### src/rtl/issue_queue.sv
// issue_queue: compacting out-of-order issue queue with oldest-ready select, writeback wakeup and flush
module issue_queue #(
    parameter int DEPTH  = 8,
    parameter int PREG_W = 6
) (
    input  logic                    clk,
    input  logic                    reset,
    input  logic                    in_valid,
    output logic                    in_ready,
    input  logic                    in_rd_valid,
    input  logic [PREG_W-1:0]       in_rd_idx,
    input  logic                    in_rs1_valid,
    input  logic [PREG_W-1:0]       in_rs1_idx,
    input  logic                    in_rs1_ready,
    input  logic                    in_rs2_valid,
    input  logic [PREG_W-1:0]       in_rs2_idx,
    input  logic                    in_rs2_ready,
    input  logic                    in_is_branch,
    input  logic                    wb_valid,
    input  logic [PREG_W-1:0]       wb_idx,
    input  logic                    br_valid,
    input  logic                    br_hit,
    output logic                    out_valid,
    input  logic                    out_ready,
    output logic                    out_rd_valid,
    output logic [PREG_W-1:0]       out_rd_idx,
    output logic                    out_rs1_valid,
    output logic [PREG_W-1:0]       out_rs1_idx,
    output logic                    out_rs2_valid,
    output logic [PREG_W-1:0]       out_rs2_idx,
    output logic                    out_is_branch,
    output logic [$clog2(DEPTH):0]  count
);
    localparam int AW = $clog2(DEPTH);
    localparam int CW = AW + 1;

    typedef struct packed {
        logic              v;
        logic              rdv;
        logic [PREG_W-1:0] rd;
        logic              s1v;
        logic [PREG_W-1:0] s1;
        logic              r1;
        logic              s2v;
        logic [PREG_W-1:0] s2;
        logic              r2;
        logic              br;
    } entry_t;

    entry_t        q     [DEPTH];
    entry_t        woken [DEPTH];
    entry_t        nq    [DEPTH];
    entry_t        ent_in;
    logic [AW-1:0] sel;
    logic [CW-1:0] wr;
    logic          found, issue, accept, flush;

    assign flush    = br_valid & ~br_hit;
    assign in_ready = count < CW'(DEPTH);
    assign accept   = in_valid & in_ready;
    assign issue    = found & out_ready;
    assign wr       = count - CW'(issue);

    // invalid operands are stored ready; a same-cycle writeback wakes the incoming entry too
    assign ent_in = '{
        v:   1'b1,
        rdv: in_rd_valid,
        rd:  in_rd_idx,
        s1v: in_rs1_valid,
        s1:  in_rs1_idx,
        r1:  ~in_rs1_valid | in_rs1_ready | (wb_valid & (wb_idx == in_rs1_idx)),
        s2v: in_rs2_valid,
        s2:  in_rs2_idx,
        r2:  ~in_rs2_valid | in_rs2_ready | (wb_valid & (wb_idx == in_rs2_idx)),
        br:  in_is_branch
    };

    always_comb begin
        found = 1'b0;
        sel   = '0;
        for (int i = DEPTH - 1; i >= 0; i--)
            if (q[i].v && q[i].r1 && q[i].r2) begin
                found = 1'b1;
                sel   = AW'(i);
            end
    end

    assign out_valid     = found;
    assign out_rd_valid  = found & q[sel].rdv;
    assign out_rd_idx    = found ? q[sel].rd : '0;
    assign out_rs1_valid = found & q[sel].s1v;
    assign out_rs1_idx   = found ? q[sel].s1 : '0;
    assign out_rs2_valid = found & q[sel].s2v;
    assign out_rs2_idx   = found ? q[sel].s2 : '0;
    assign out_is_branch = found & q[sel].br;

    // wakeup, then close the gap left by the issued slot, then append at the new tail
    always_comb begin
        for (int i = 0; i < DEPTH; i++) begin
            woken[i]    = q[i];
            woken[i].r1 = q[i].r1 | (wb_valid & q[i].s1v & (q[i].s1 == wb_idx));
            woken[i].r2 = q[i].r2 | (wb_valid & q[i].s2v & (q[i].s2 == wb_idx));
        end
        nq = woken;
        for (int i = 0; i < DEPTH - 1; i++)
            if (issue && AW'(i) >= sel) nq[i] = woken[i+1];
        if (issue) nq[DEPTH-1] = '0;
        if (accept) nq[wr[AW-1:0]] = ent_in;
    end

    always_ff @(posedge clk or posedge reset) begin
        if (reset) begin
            q     <= '{default: '0};
            count <= '0;
        end else if (flush) begin
            q     <= '{default: '0};
            count <= '0;
        end else begin
            q     <= nq;
            count <= count + CW'(accept) - CW'(issue);
        end
    end
endmodule
### config.mk
export PLATFORM = sky130hd
export DESIGN_NAME = issue_queue
export DESIGN_NICKNAME = d
export VERILOG_FILES = /design/src/rtl/issue_queue.sv
export SDC_FILE = /design/constraint.sdc
export NUM_CORES = 1
export LEC_CHECK = 0
export ABC_AREA = 1
export ABC_CLOCK_PERIOD_IN_PS = 16500
export BUFFER_PORTS_ARGS = -buffer_cell sky130_fd_sc_hd__buf_2
export CORE_MARGIN = 4
export CORE_UTILIZATION = 30
export CTS_CLUSTER_SIZE = 28
export DETAILED_ROUTE_END_ITERATION = 8
export SYNTH_ARGS = -nofsm -noshare
export SYNTH_HDL_FRONTEND = slang
export SYNTH_SLANG_ARGS = --single-unit
### constraint.sdc
create_clock -name clk -period 16.5 [get_ports clk]
set_clock_uncertainty 0.05 [all_clocks]
set_input_delay 0 -clock clk [delete_from_list [all_inputs] [get_ports clk]]
set_output_delay 0 -clock clk [all_outputs]
set_load 0.005 [all_outputs]
Word level (Yosys, flattened, before mapping)
Cells that the tools add are included.

Bits in registers: 204. Latch bits: 0. Bits in writable memories: 0. Memory bits (read-only): 0. Bits of input ports: 37. Word-level logic and storage cells: 239. Memories kept: 0.

Add/sub/neg operators: 3. Multiply operators: 0. Divide/modulo/power cells: 0. Magnitude comparators: 11. Equal/unequal tests: 18. Shifts and indexed selects: 0. Multiplexer cells: 36. Bitwise gates (word level): 66. Reductions and logical operators: 24.

Operator list (count): $mux W200 (2); $mux W25 (9); $bwmux W200 (1); $eq A6 B6 Y1 (18); $bmux W25 S3 (1); $demux W25 S3 (1); $mux W24 (2); $and A1 B1 Y1 (41); $logic_and A1 B1 Y1 (24); $mux W3 (8); $or A1 B1 Y1 (20); $mux W6 (3); $ge A3 B3 Y1 const A (3); $ge A4 B4 Y1 const B (2); $mux W1 (8); $not A3 Y4 (2); $ge A1 B3 Y1 const A (2); $ge A2 B3 Y1 const A (2); $add A4 B1 Y4 (1); $lt A4 B1 Y1 const B (1); $lt A4 B4 Y1 const B (1); $mux W4 (1); $sub A4 B1 Y4 (1); $not A1 Y1 (3); $sub A3 B1 Y3 (1).

Longest topological paths before layout
Gate-level depths: netlist of run 1.

Depth in word-level cells: 20. Mapped depth: 19.

Worst setup path before layout of run 1
No wires, ideal clock.

Path type: register -> register. Start: register q[199] (netlist bit). End: register q[154] (netlist bit). Arrival time: 2.520 ns. Data required time: 16.373 ns. Slack: 13.852 ns. Cell stages (with the launch flop): 19. Buffers on the path: 2. Period minus slack after synthesis: 2.648 ns. Path through: dfrtp_1 -> nand3_1 -> nand2_2 -> nor2_4 -> nand2_1 -> nand2_2 -> inv_2 -> ha_1 -> ha_1 -> or2_1 -> nand2_1 -> inv_1 -> nor2_1 -> inv_2 -> nor2_4 -> inv_1 -> buf_2 -> buf_2 -> a21oi_1.

Cells in the longest elaborated chain, start to end: 13. Elaborated cells on any way between the ends: 18.

Ends and longest elaborated chain: start, declared (RTL line 50) `entry_t q [DEPTH];`; start signal, assigned (RTL line 119) `q <= nq;`; $logic_and A1 B1 Y1 * (2 in a row) (RTL line 82) `if (q[i].v && q[i].r1 && q[i].r2) begin`; $mux W1 * (RTL line 82); net out_valid (RTL line 23) `output logic out_valid,`; $and A1 B1 Y1 * (RTL line 61) `assign issue = found & out_ready;`; $sub A3 B1 Y3 (RTL line 62) `assign wr = count - CW'(issue);`; $not A3 Y4 (not written as such) (RTL line 108) `if (accept) nq[wr[AW-1:0]] = ent_in;`; $ge A4 B4 Y1 (not written as such) / $lt A4 B1 Y1 (equally long branches) (RTL line 108); $logic_and A1 B1 Y1 (not written as such) (RTL line 108); $mux W25 (not written as such) (RTL line 108); $demux W25 S3 (RTL line 108); $bwmux W200 (RTL line 108); $mux W200 * (RTL line 108); $mux W200 * (RTL line 115) `end else if (flush) begin`.

The timed path passes the listed nets; every way through them passes the cells marked *.

Worst setup path after layout of run 1
Start: register q[99] (netlist bit). End: output out_rs2_idx[3].

Cells in the longest elaborated chain, start to end: 12. Elaborated cells on any way between the ends: 17.

Ends and longest elaborated chain: $logic_and A1 B1 Y1 * (2 in a row) (RTL line 82); $mux W3 (5 in a row) (RTL line 82); $not A3 Y4 (not written as such) (RTL line 94) `assign out_rs2_idx = found ? q[sel].s2 : '0;`; $bmux W25 S3 (RTL line 94); $mux W24 (2 in a row); $mux W6 * (RTL line 94); end, declared (RTL line 30) `output logic [PREG_W-1:0] out_rs2_idx,`.

Every way passes the cells marked *; elsewhere a longest branch is shown, timed or not. The select of a mux whose other input is x is not followed.

==> run metrics, run 1 <==
outcome completed; H-tree depth 1; simple-gate share of the synthesized area 20.8%; largest net degree at the start of global routing 111; Fillers 4581; R2R depth 18; register clock-pin slew on the reported worst setup and hold paths 0.06 ns; worst hold path type in -> async; register area share after synthesis 38.6%; DRT antenna net count 0; Sw Ratio 39.5%; Peak Freq 243 MHz; Detailed Place HPWL 34000 microns; Largest stage delay, worst path 0.84 ns; setup ws final 12.39 ns; Critical Path Start q[99]; Slew Limit Fails 0; die area 47500 sq um; commonest non-fill, non-tap cell in the layout nand2_1; leakage power 0.00672 uW; gr usage total 21.9%; DR WL/cell 21.6 microns; post-synthesis net count 1916; top-area cell type share of the netlist area 38.6%; Final Net Count 1899; Worst R2R End q[30]; DRC Markers 0; Synth Flop Type dfrtp_1; most frequent cells in the layout 398 x nand2_1, 242 x o21ai_0, 230 x a21oi_1, 204 x dfrtp_1, 162 x inv_1; Rows 76; synth unique cells 46; most area-hungry cell type in the Yosys netlist dfrtp_1; Post-synth EDFFs 0; xor and xnor area share after synthesis 2.85%; PortBufs 64; Peak supply drop slightly below 0.00008 V; Remaining Overflow, GRT 0; reg-to-reg startpoint q[199]; RSZ-0062 raised after global routing no; worst slew pin tran between 1 and 1.5 ns; Detailed Route WL 53300 microns; CTS Buffer Depth 3; Hold Buf Count CTS 26; post-synthesis compound-gate area fraction 26.3%; CP Launch Type flip-flop; initial antenna violation count 6; critical path arrival 4.06 ns; CTS tree done; final RePlAce weighted congestion 0.914; Fin. Hold Viols 0; Skew-Pair Late Insertion Delay ~0.54 ns; Crit. End Element output pin; Max Cap Viol 0; DRT iter0 DRCs 1963; vias in the first global route 12896; Core ar. 43300 sq um; crit-path cells nand3_1 > nand2_1 > a21oi_1 > o21bai_4 > buf_4 > inv_1 > o211ai_1 > nand3_1 > nand2_1 > buf_2; Die Y 218 microns; Internal 1290 uW; vias per cell 5.58; WP data required 16.45 ns; post-synthesis adder-cell area fraction 0.625%; # resized after CTS 0; ys async rst share between 90% and 100%; first-pass GRT wire length 80900 microns; Clk pwr share 26.0%; post-route setup TNS 0 ns; flops & latches, synth 204; Slew Limit Headroom 13.1%; NetSw 838 uW; post-CTS setup buffers 0; Mapped Cells about 1900; Logic pwr share 34.2%; period utilisation layout between 20% and 30%; Num CTS Buffers 25; Syn Area/Cell 7.05 sq um; R2R Setup Slk 12.72 ns; clk root buf clkbuf_16; Max FO, Critical Path 72; yosys warns 0; mapped cell area 13200 sq um; sequential share of power 39.9%; dpl ws about 13 ns; top cells by area, synth dfrtp_1 39%, nand2_1 11%, o21ai_0 9.2%, a21oi_1 8.7%, nand3_1 5.2%; final setup fails 0; P&R area growth vs syn 12.0%; PD cells 143 nW/um^2; CTS sink cnt 204; main combinational cell family by area after synthesis compound AO/OA/AOI/OAI gates; die width 218 microns; post-synthesis mux area share less than 1%; Starting Density 30.5%; IO Count between 60 and 70; ratio of cells with drive above 1 in the final layout under 10%; Crit Path Class reg -> out; Vias ~14000; First-pass DRT Iterations 6; crit path max-delay cell type buf_4; fin crit period just over 4 ns
## critical path: cells and delay by family, from the launching register on
kind            cells  cell delay (ns)
buf+inv             3             1.52
compound gates      3             0.86
simple gates        4             0.70
flops               1             0.37
## power by group through the flow
stage	logic, uW	clock network [uW]	registers (uW)
2_1_floorplan	554	0	793
3_3_place_gp	692	0	842
3_5_place_dp	710	0	847
4_1_cts	718	557	840
5_1_grt	821	575	868
6_report	725	551	846
## logic make-up after synthesis
group	after synthesis
and+or+nand+nor	648
AOI/OAI and AO/OA	640
buffers and inverters	326
DFF	204
xor gates and xnor gates	43
muxes	6
adders and majority gates	6
## cell type report
| cell class | count | area, sq um | share of cell area (%) |
|---|---|---|---|
| Multi-Input combinational cell | 1343 | 6760 | 45.7 |
| Sequential cell | 204 | 5100 | 34.5 |
| Clock buffer | 41 | 796 | 5.38 |
| Tap cell | 585 | 732 | 4.95 |
| Timing Repair Buffer | 108 | 716 | 4.84 |
| Inverter | 174 | 664 | 4.49 |
| Clock inverter | 3 | 17.5 | 0.118 |
| Antenna cell | 3 | 7.51 | 0.0507 |
## synth_stat cells (28+ instances only)
cell type / n
o21ai_0: 242
clkbuf_1: 79
o211ai_1: 38
o22ai_1: 28
nand2_1: 398
nand3_1: 137
nor2_1: 68
buf_2: 48
dfrtp_1: 204
a21oi_1: 230
o21ai_1: 47
inv_1: 164
## metal layers
layer	up-vias	share of wire, %	global-route usage, %
li1	6276	-	-
met1	6533	41	29.4
met2	770	43	33.3
met3	158	11	5.35
met4	6	5.0	10.3
met5	-	0.079	0
## flip-flops by register name, indices dropped and copies added, names as in the netlist
register  count
count         4
q           200
## metrics by stage
stage	cell area, sq um	hold WS, ns	total power (uW)	utilization (%)	cells
2_1_floorplan	13200	0.0920	1350	-	1873
3_3_place_gp	13700	0.111	1530	31.7	2388
3_5_place_dp	13700	0.110	1560	31.7	2388
4_1_cts	14800	0.0802	2110	34.2	2458
5_1_grt	14800	0.133	2260	34.2	2458
6_report	14800	0.0669	2120	34.2	2461
## how the worst max path moves through the flow
stage                     endpoint  slack (ns)  cells past startpoint
detailed placement            q[9]       12.77                     16
CTS                 out_rs2_idx[3]       12.54                     10
floorplan                 count[0]       10.88                      1
finish              out_rs2_idx[3]       12.39                     10
global route        out_rs2_idx[3]       12.30                     10
global placement              q[9]       12.86                     16
Power figures use the tool's default switching activity.
==> run 2: changes to the inputs <==
--- a/config.mk
+++ b/config.mk
@@ -6,7 +6,7 @@
 export NUM_CORES = 1
 export LEC_CHECK = 0
 export ABC_AREA = 1
-export ABC_CLOCK_PERIOD_IN_PS = 16500
+export ABC_CLOCK_PERIOD_IN_PS = 3700
 export BUFFER_PORTS_ARGS = -buffer_cell sky130_fd_sc_hd__buf_2
 export CORE_MARGIN = 4
 export CORE_UTILIZATION = 30
==> constraint.sdc (replaced) <==
create_clock -name clk -period 3.7 [get_ports clk]
set_clock_uncertainty 0.05 [all_clocks]
set_input_delay 0 -clock clk [delete_from_list [all_inputs] [get_ports clk]]
set_output_delay 0 -clock clk [all_outputs]
set_load 0.005 [all_outputs]
==> run metrics, run 2 (same netlist as run 1, synthesis figures left out) <==
outcome completed (unchanged); most frequent cells in the layout 398 x nand2_1, 242 x o21ai_0, 230 x a21oi_1, 204 x dfrtp_1, 162 x inv_1 (unchanged); register clock-pin slew on the reported worst setup and hold paths 0.06 ns (about the same); Slew Limit Fails 0 (unchanged); R2R Setup Slk 0.47 ns (was 12.72 ns); Sw Ratio 39.7% (was 39.5%); largest net degree at the start of global routing 91 (was 111); Internal 5810 uW (was 1290 uW); register bank with the most flops q (unchanged); post-route setup TNS 0 ns (unchanged); Starting Density 30.5% (unchanged); Worst R2R End q[156] (was q[30]); Skew-Pair Late Insertion Delay 0.54 ns (about the same); number of flip-flops in the largest register 200 (unchanged); commonest non-fill, non-tap cell in the layout nand2_1 (unchanged); Crit path max-delay family buffers and inverters (unchanged); worst slew pin tran 1.03 ns (was 1.30 ns); Detailed Place HPWL 35700 microns (was 34000 microns); worst hold path type in -> reg (was in -> async); vias in the first global route 12901 (was 12896); WP data required 3.65 ns (was 16.45 ns); sequential share of power 39.5% (was 39.9%); reg-to-reg startpoint q[199] (unchanged); Final Hold Slack 0.0292 ns (was 0.0669 ns); Final Net Count 1920 (was 1899); Die Y 218 microns (unchanged); PortBufs 64 (unchanged); Vias 13931 (was 13743); Rows 76 (unchanged); Remaining Overflow, GRT 0 (unchanged); diodes inserted 0 (was 3); Num CTS Buffers 25 (unchanged); DRC Markers 0 (unchanged); Seq. cell area 5100 sq um (unchanged); area of the multi-input gates 6760 sq um (unchanged); Crit. End Element output pin (unchanged); Core ar. 43300 sq um (unchanged); Peak Freq 287 MHz; gr usage total 22.1% (was 21.9%); # resized after CTS 0 (unchanged); Critical Path Start q[49] (was q[99]); Max FO, Critical Path 47 (was 72); R2R depth 19 (was 18); Max Cap Viol 0 (unchanged); Logic pwr share 34.0% (was 34.2%); CP Launch Type flip-flop (unchanged); P&R area growth vs syn 13.7% (was 12.0%); CTS Buffer Depth 3 (unchanged); CTS sink cnt 204 (unchanged); Crit Path Class reg -> out (unchanged); Regs by FF count q (200), count (4) (unchanged); Slew Limit Headroom 31.5% (was 13.1%); Detailed Route WL 54500 microns (was 53300 microns); DRT iter0 DRCs 1994 (was 1963); final RePlAce weighted congestion 0.978 (was 0.914); final setup fails 0 (unchanged); post-CTS setup buffers 0 (unchanged); RSZ-0062 raised after global routing no (unchanged); initial antenna violation count 2 (was 6); Fillers 4575 (was 4581); CTS tree done (unchanged); Hold Buf Count CTS 25 (was 26); critical path arrival 3.43 ns (was 4.06 ns); Fin. Hold Viols 0 (unchanged); PD cells 641 nW/um^2 (was 143 nW/um^2); fin crit period 3.48 ns; H-tree depth 1 (unchanged); worst path bufs/invs 4 (was 3); Crit path depth 15 (was 10); NetSw 3820 uW (was 838 uW); die width 218 microns (unchanged); DR WL/cell 22.0 microns (was 21.6 microns); DRT antenna net count 0 (unchanged); crit path max-delay cell type buf_4 (unchanged); Clk pwr share 26.5% (was 26.0%); Peak supply drop 0.000357 V (was 0.0000784 V); clk root buf clkbuf_16 (unchanged); First-pass DRT Iterations 6 (unchanged); ratio of cells with drive above 1 in the final layout 9.60% (was 8.44%); vias per cell 5.62 (was 5.58); crit-path cells nand3_1 > nand2_1 > nand2_1 > nand2_1 > nand2_1 > nand2_1 > nand2_1 > nand2_4 > buf_4 > inv_2 > buf_4 > o211ai_1 > nand3_1 > nand2_1 > buf_2 (was nand3_1 > nand2_1 > a21oi_1 > o21bai_4 > buf_4 > inv_1 > o211ai_1 > nand3_1 > nand2_1 > buf_2); first-pass GRT wire length 81100 microns (was 80900 microns); Critical Path End out_rd_idx[3] (was out_rs2_idx[3]); period utilisation layout 94.0%; cell mode on critical path nand2_1; IO Count 65 (unchanged); die area 47500 sq um (unchanged); leakage power 0.00685 uW (was 0.00672 uW); Largest stage delay, worst path 0.45 ns (was 0.84 ns)
## run 2: cell count changes in the layout (fill, tap and decap cells not counted), sizes merged
cell	previous run	this run
clkbuf	41	36
bufinv	0	2
clkinv	4	9
buf	82	104
dlygate4sd3	26	25
diode	3	0
## run 2: layout make-up
| type | count | area share (%) |
|---|---|---|
| clock buffers | 36 | 4.84 |
| clock inverters | 10 | 0.792 |
| inverters | 174 | 4.40 |
| multi-input cells | 1343 | 45.0 |
| flip-flops and latches | 204 | 34.0 |
| well taps | 585 | 4.87 |
| repair buffers | 129 | 6.05 |
## run 2: power groups by stage
stage	clock network (uW)	registers [uW]	logic, uW
detailed placement	0	3780	3200
global placement	0	3770	3140
floorplan	0	3540	2470
finish	2560	3800	3270
global route	2680	3870	3680
CTS	2570	3760	3240
## run 2: metal layers
layer | wire length, microns | up-vias | GRT usage, %
met4 | 2640 | 2 | 9.52
met5 | 16 | - | 0
met3 | 5870 | 163 | 5.25
met2 | 24100 | 823 | 34.5
met1 | 21900 | 6630 | 29.5
li1 | - | 6313 | -
## run 2: tightest hold or removal path: cells and delay by family
family,cells,cell delay [ns]
adders and majority gates,1,0.12
and+or+nand+nor,3,0.30
buffers and inverters,2,0.15
## run 2: per-stage QoR
| step | std cells | power [uW] | cell area (sq um) | util (%) | worst slack (ns) |
|---|---|---|---|---|---|
| global route | 2481 | 10200 | 15000 | 34.7 | 0.00858 |
| finish | 2481 | 9630 | 15000 | 34.7 | 0.220 |
| detailed placement | 2410 | 6990 | 13900 | 32.2 | 0.530 |
| floorplan | 1873 | 6010 | 13200 | - | 1.01 |
| CTS | 2481 | 9570 | 15000 | 34.7 | 0.257 |
| global placement | 2410 | 6910 | 13900 | 32.2 | 0.529 |
## run 2: worst min-delay path by stage
stage / from / end / depth (start not counted)
after floorplan: in_rd_idx[3] / q[195] / 2
after global placement: reset / q[79] / 2
after detailed placement: reset / q[79] / 2
after CTS: in_valid / count[0] / 6
after global routing: in_valid / count[0] / 6
final: in_valid / count[0] / 6
==> run 3: changes to the inputs <==
--- a/config.mk
+++ b/config.mk
@@ -6,12 +6,13 @@
 export NUM_CORES = 1
 export LEC_CHECK = 0
 export ABC_AREA = 1
-export ABC_CLOCK_PERIOD_IN_PS = 3700
+export ABC_CLOCK_PERIOD_IN_PS = 3100
 export BUFFER_PORTS_ARGS = -buffer_cell sky130_fd_sc_hd__buf_2
 export CORE_MARGIN = 4
 export CORE_UTILIZATION = 30
 export CTS_CLUSTER_SIZE = 28
 export DETAILED_ROUTE_END_ITERATION = 8
+export GPL_TIMING_DRIVEN = 1
 export SYNTH_ARGS = -nofsm -noshare
 export SYNTH_HDL_FRONTEND = slang
 export SYNTH_SLANG_ARGS = --single-unit
==> constraint.sdc (replaced) <==
create_clock -name clk -period 3.1 [get_ports clk]
set_clock_uncertainty 0.05 [all_clocks]
set_input_delay 0 -clock clk [delete_from_list [all_inputs] [get_ports clk]]
set_output_delay 0 -clock clk [all_outputs]
set_load 0.005 [all_outputs]
==> run metrics, run 3 (same netlist as run 1, synthesis figures left out) <==
placed cell area 14200 sq um (was 13900 sq um); dpl ws 0.112 ns (was 0.530 ns); Rows 76 (unchanged); fin util 35.6% (was 34.7%); Num CTS Buffers 25 (unchanged); Max Cap Viol 0 (unchanged); DRT iter0 DRCs 2032 (was 1994); Sw Ratio 40.1% (was 39.7%); Fin. Hold Viols 0 (unchanged); H-tree depth 1 (unchanged); Final Hold Slack 0.0427 ns (was 0.0292 ns); diodes inserted 0 (unchanged); DRT antenna net count 0 (unchanged); DRC Markers 0 (unchanged); First-pass DRT Iterations 7 (was 6); vias per cell 5.63 (was 5.62); ratio of cells with drive above 1 in the final layout 11.6% (was 9.60%); Starting Density 30.5% (unchanged); leakage power 0.00702 uW (was 0.00685 uW); clk root buf clkbuf_16 (unchanged); PortBufs 64 (unchanged); Vias 14158 (was 13931); vias in the first global route 13109 (was 12901); Final Net Count 1953 (was 1920); IO Count 65 (unchanged); Die Y 218 microns (unchanged); Skew-Pair Late Insertion Delay 0.55 ns (was 0.54 ns); outcome completed (unchanged); CTS Buffer Depth 3 (unchanged); Detailed Route WL 55700 microns (was 54500 microns); most frequent cells in the layout 391 x nand2_1, 237 x o21ai_0, 230 x a21oi_1, 204 x dfrtp_1, 161 x inv_1 (was 398 x nand2_1, 242 x o21ai_0, 230 x a21oi_1, 204 x dfrtp_1, 162 x inv_1); gr usage total 22.6% (was 22.1%); critical path arrival 3.39 ns (was 3.43 ns); Remaining Overflow, GRT 0 (unchanged); first-pass GRT wire length 83500 microns (was 81100 microns); P&R area growth vs syn 16.7% (was 13.7%); Fillers 4552 (was 4575); worst slew pin tran 0.999 ns (was 1.03 ns); number of flip-flops in the largest register 200 (unchanged); sequential share of power 39.7% (was 39.5%); Peak supply drop 0.000419 V (was 0.000357 V); Peak Freq 335 MHz; Internal 6870 uW (was 5810 uW); CTS sink cnt 204 (unchanged); Slew Limit Fails 0 (unchanged); Logic pwr share 35.3% (was 34.0%); Detailed Place HPWL 36800 microns (was 35700 microns); Crit. End Element flip-flop (was output pin); NetSw 4600 uW (was 3820 uW); Finished Cell Area 15400 sq um (was 15000 sq um); register bank with the most flops q (unchanged); die width 218 microns (unchanged); die area 47500 sq um (unchanged); Clk pwr share 25.0% (was 26.5%); initial antenna violation count 3 (was 2); period utilisation layout 96.4%; final setup fails 0 (unchanged); CTS tree done (unchanged); Regs by FF count q (200), count (4) (unchanged); register clock-pin slew on the reported worst setup and hold paths 0.06 ns (about the same); DR WL/cell 22.2 microns (was 22.0 microns); Slew Limit Headroom 33.4% (was 31.5%); Crit Path Class reg -> reg (was reg -> out); CP Launch Type flip-flop (unchanged); Max FO, Critical Path 13 (was 47); WP data required 3.50 ns (was 3.65 ns); fin crit period 2.99 ns; Core ar. 43300 sq um (unchanged); commonest non-fill, non-tap cell in the layout nand2_1 (unchanged); largest net degree at the start of global routing 132 (was 91); Tot Pwr 11500 uW (was 9630 uW); PD cells 744 nW/um^2 (was 641 nW/um^2); worst hold path type in -> reg (unchanged); setup ws final 0.111 ns (was 0.220 ns); final RePlAce weighted congestion 0.994 (was 0.978)
-- run 3: changes by cell type in the layout (fill, tap and decap cells not counted), moves of 5 or more --
cell,delta
buf_12,+8
buf_4,+17
nand2_1,-7
nand2_2,+7
nand3_1,-5
o21ai_0,-5
o21ai_1,+5
-- run 3: per-stage QoR --
stage,TNS (ns),std cells
2_1_floorplan,0,1873
6_report,0,2513
3_3_place_gp,0,2436
4_1_cts,0,2509
5_1_grt,-0.102,2513
3_5_place_dp,0,2436
-- run 3: critical path, cell delays in order (launching register included) --
cell	delay [ns]
dfrtp_1	0.41
nand3_4	0.15
nand2_2	0.12
nor2_4	0.18
nand2_1	0.11
nand2_2	0.08
inv_2	0.04
ha_1	0.17
ha_1	0.19
or2_1	0.22
nand2_1	0.10
inv_1	0.06
nor2_1	0.12
inv_2	0.07
nor2_4	0.11
clkinvlp_4	0.20
buf_12	0.20
o21ai_0	0.07
a21oi_1	0.06
a211oi_1	0.18
-- run 3: routing by layer --
layer	share of wire [%]	wire [microns]	GRT usage, %	vias to the layer above
met2	44	24200	34.7	854
li1	-	-	-	6386
met5	0.072	40	0	-
met1	41	22900	30.9	6742
met3	11	6080	5.32	170
met4	4.4	2460	8.51	6
-- run 3: what timing repair did --
item | CTS | global route
hold buffers | 28 | 0
gates cloned | 0 | 2
endpoints found under the setup margin | 3 | 71
resized for setup | 2 | 27
pin swaps | 0 | 2
buffers inserted | 0 | 2
hold endpoints to repair | 384 | 0
-- run 3: cell type report --
class	count	area (sq um)	share of cell area, %
clock buffers	38	744	4.83
multi-input cells	1344	6840	44.3
clock inverters	7	38.8	0.252
repair buffers	161	1280	8.34
flip-flops and latches	204	5100	33.1
inverters	174	674	4.37
well taps	585	732	4.75
-- run 3: path summary, 6_finish.rpt --
kind | from | endpoint | slack (ns) | depth (start not counted)
max | q[199] | q[158] | 0.11 | 19
min reg2reg | q[18] | q[18] | 0.48 | 2
max in group asynchronous | reset | q[25] | 1.62 | 5
min | wb_idx[5] | q[184] | 0.04 | 5
max reg2reg | q[199] | q[158] | 0.11 | 19
min in group asynchronous | reset | q[81] | 0.58 | 4
-- run 3: power by group through the flow --
stage                     clock network (uW)  logic [uW]  registers (uW)
after floorplan                            0        2950            4220
after global routing                    2990        4540            4640
final                                   2860        4050            4560
after CTS                               2890        3950            4490
after global placement                     0        3820            4510
after detailed placement                   0        3910            4530
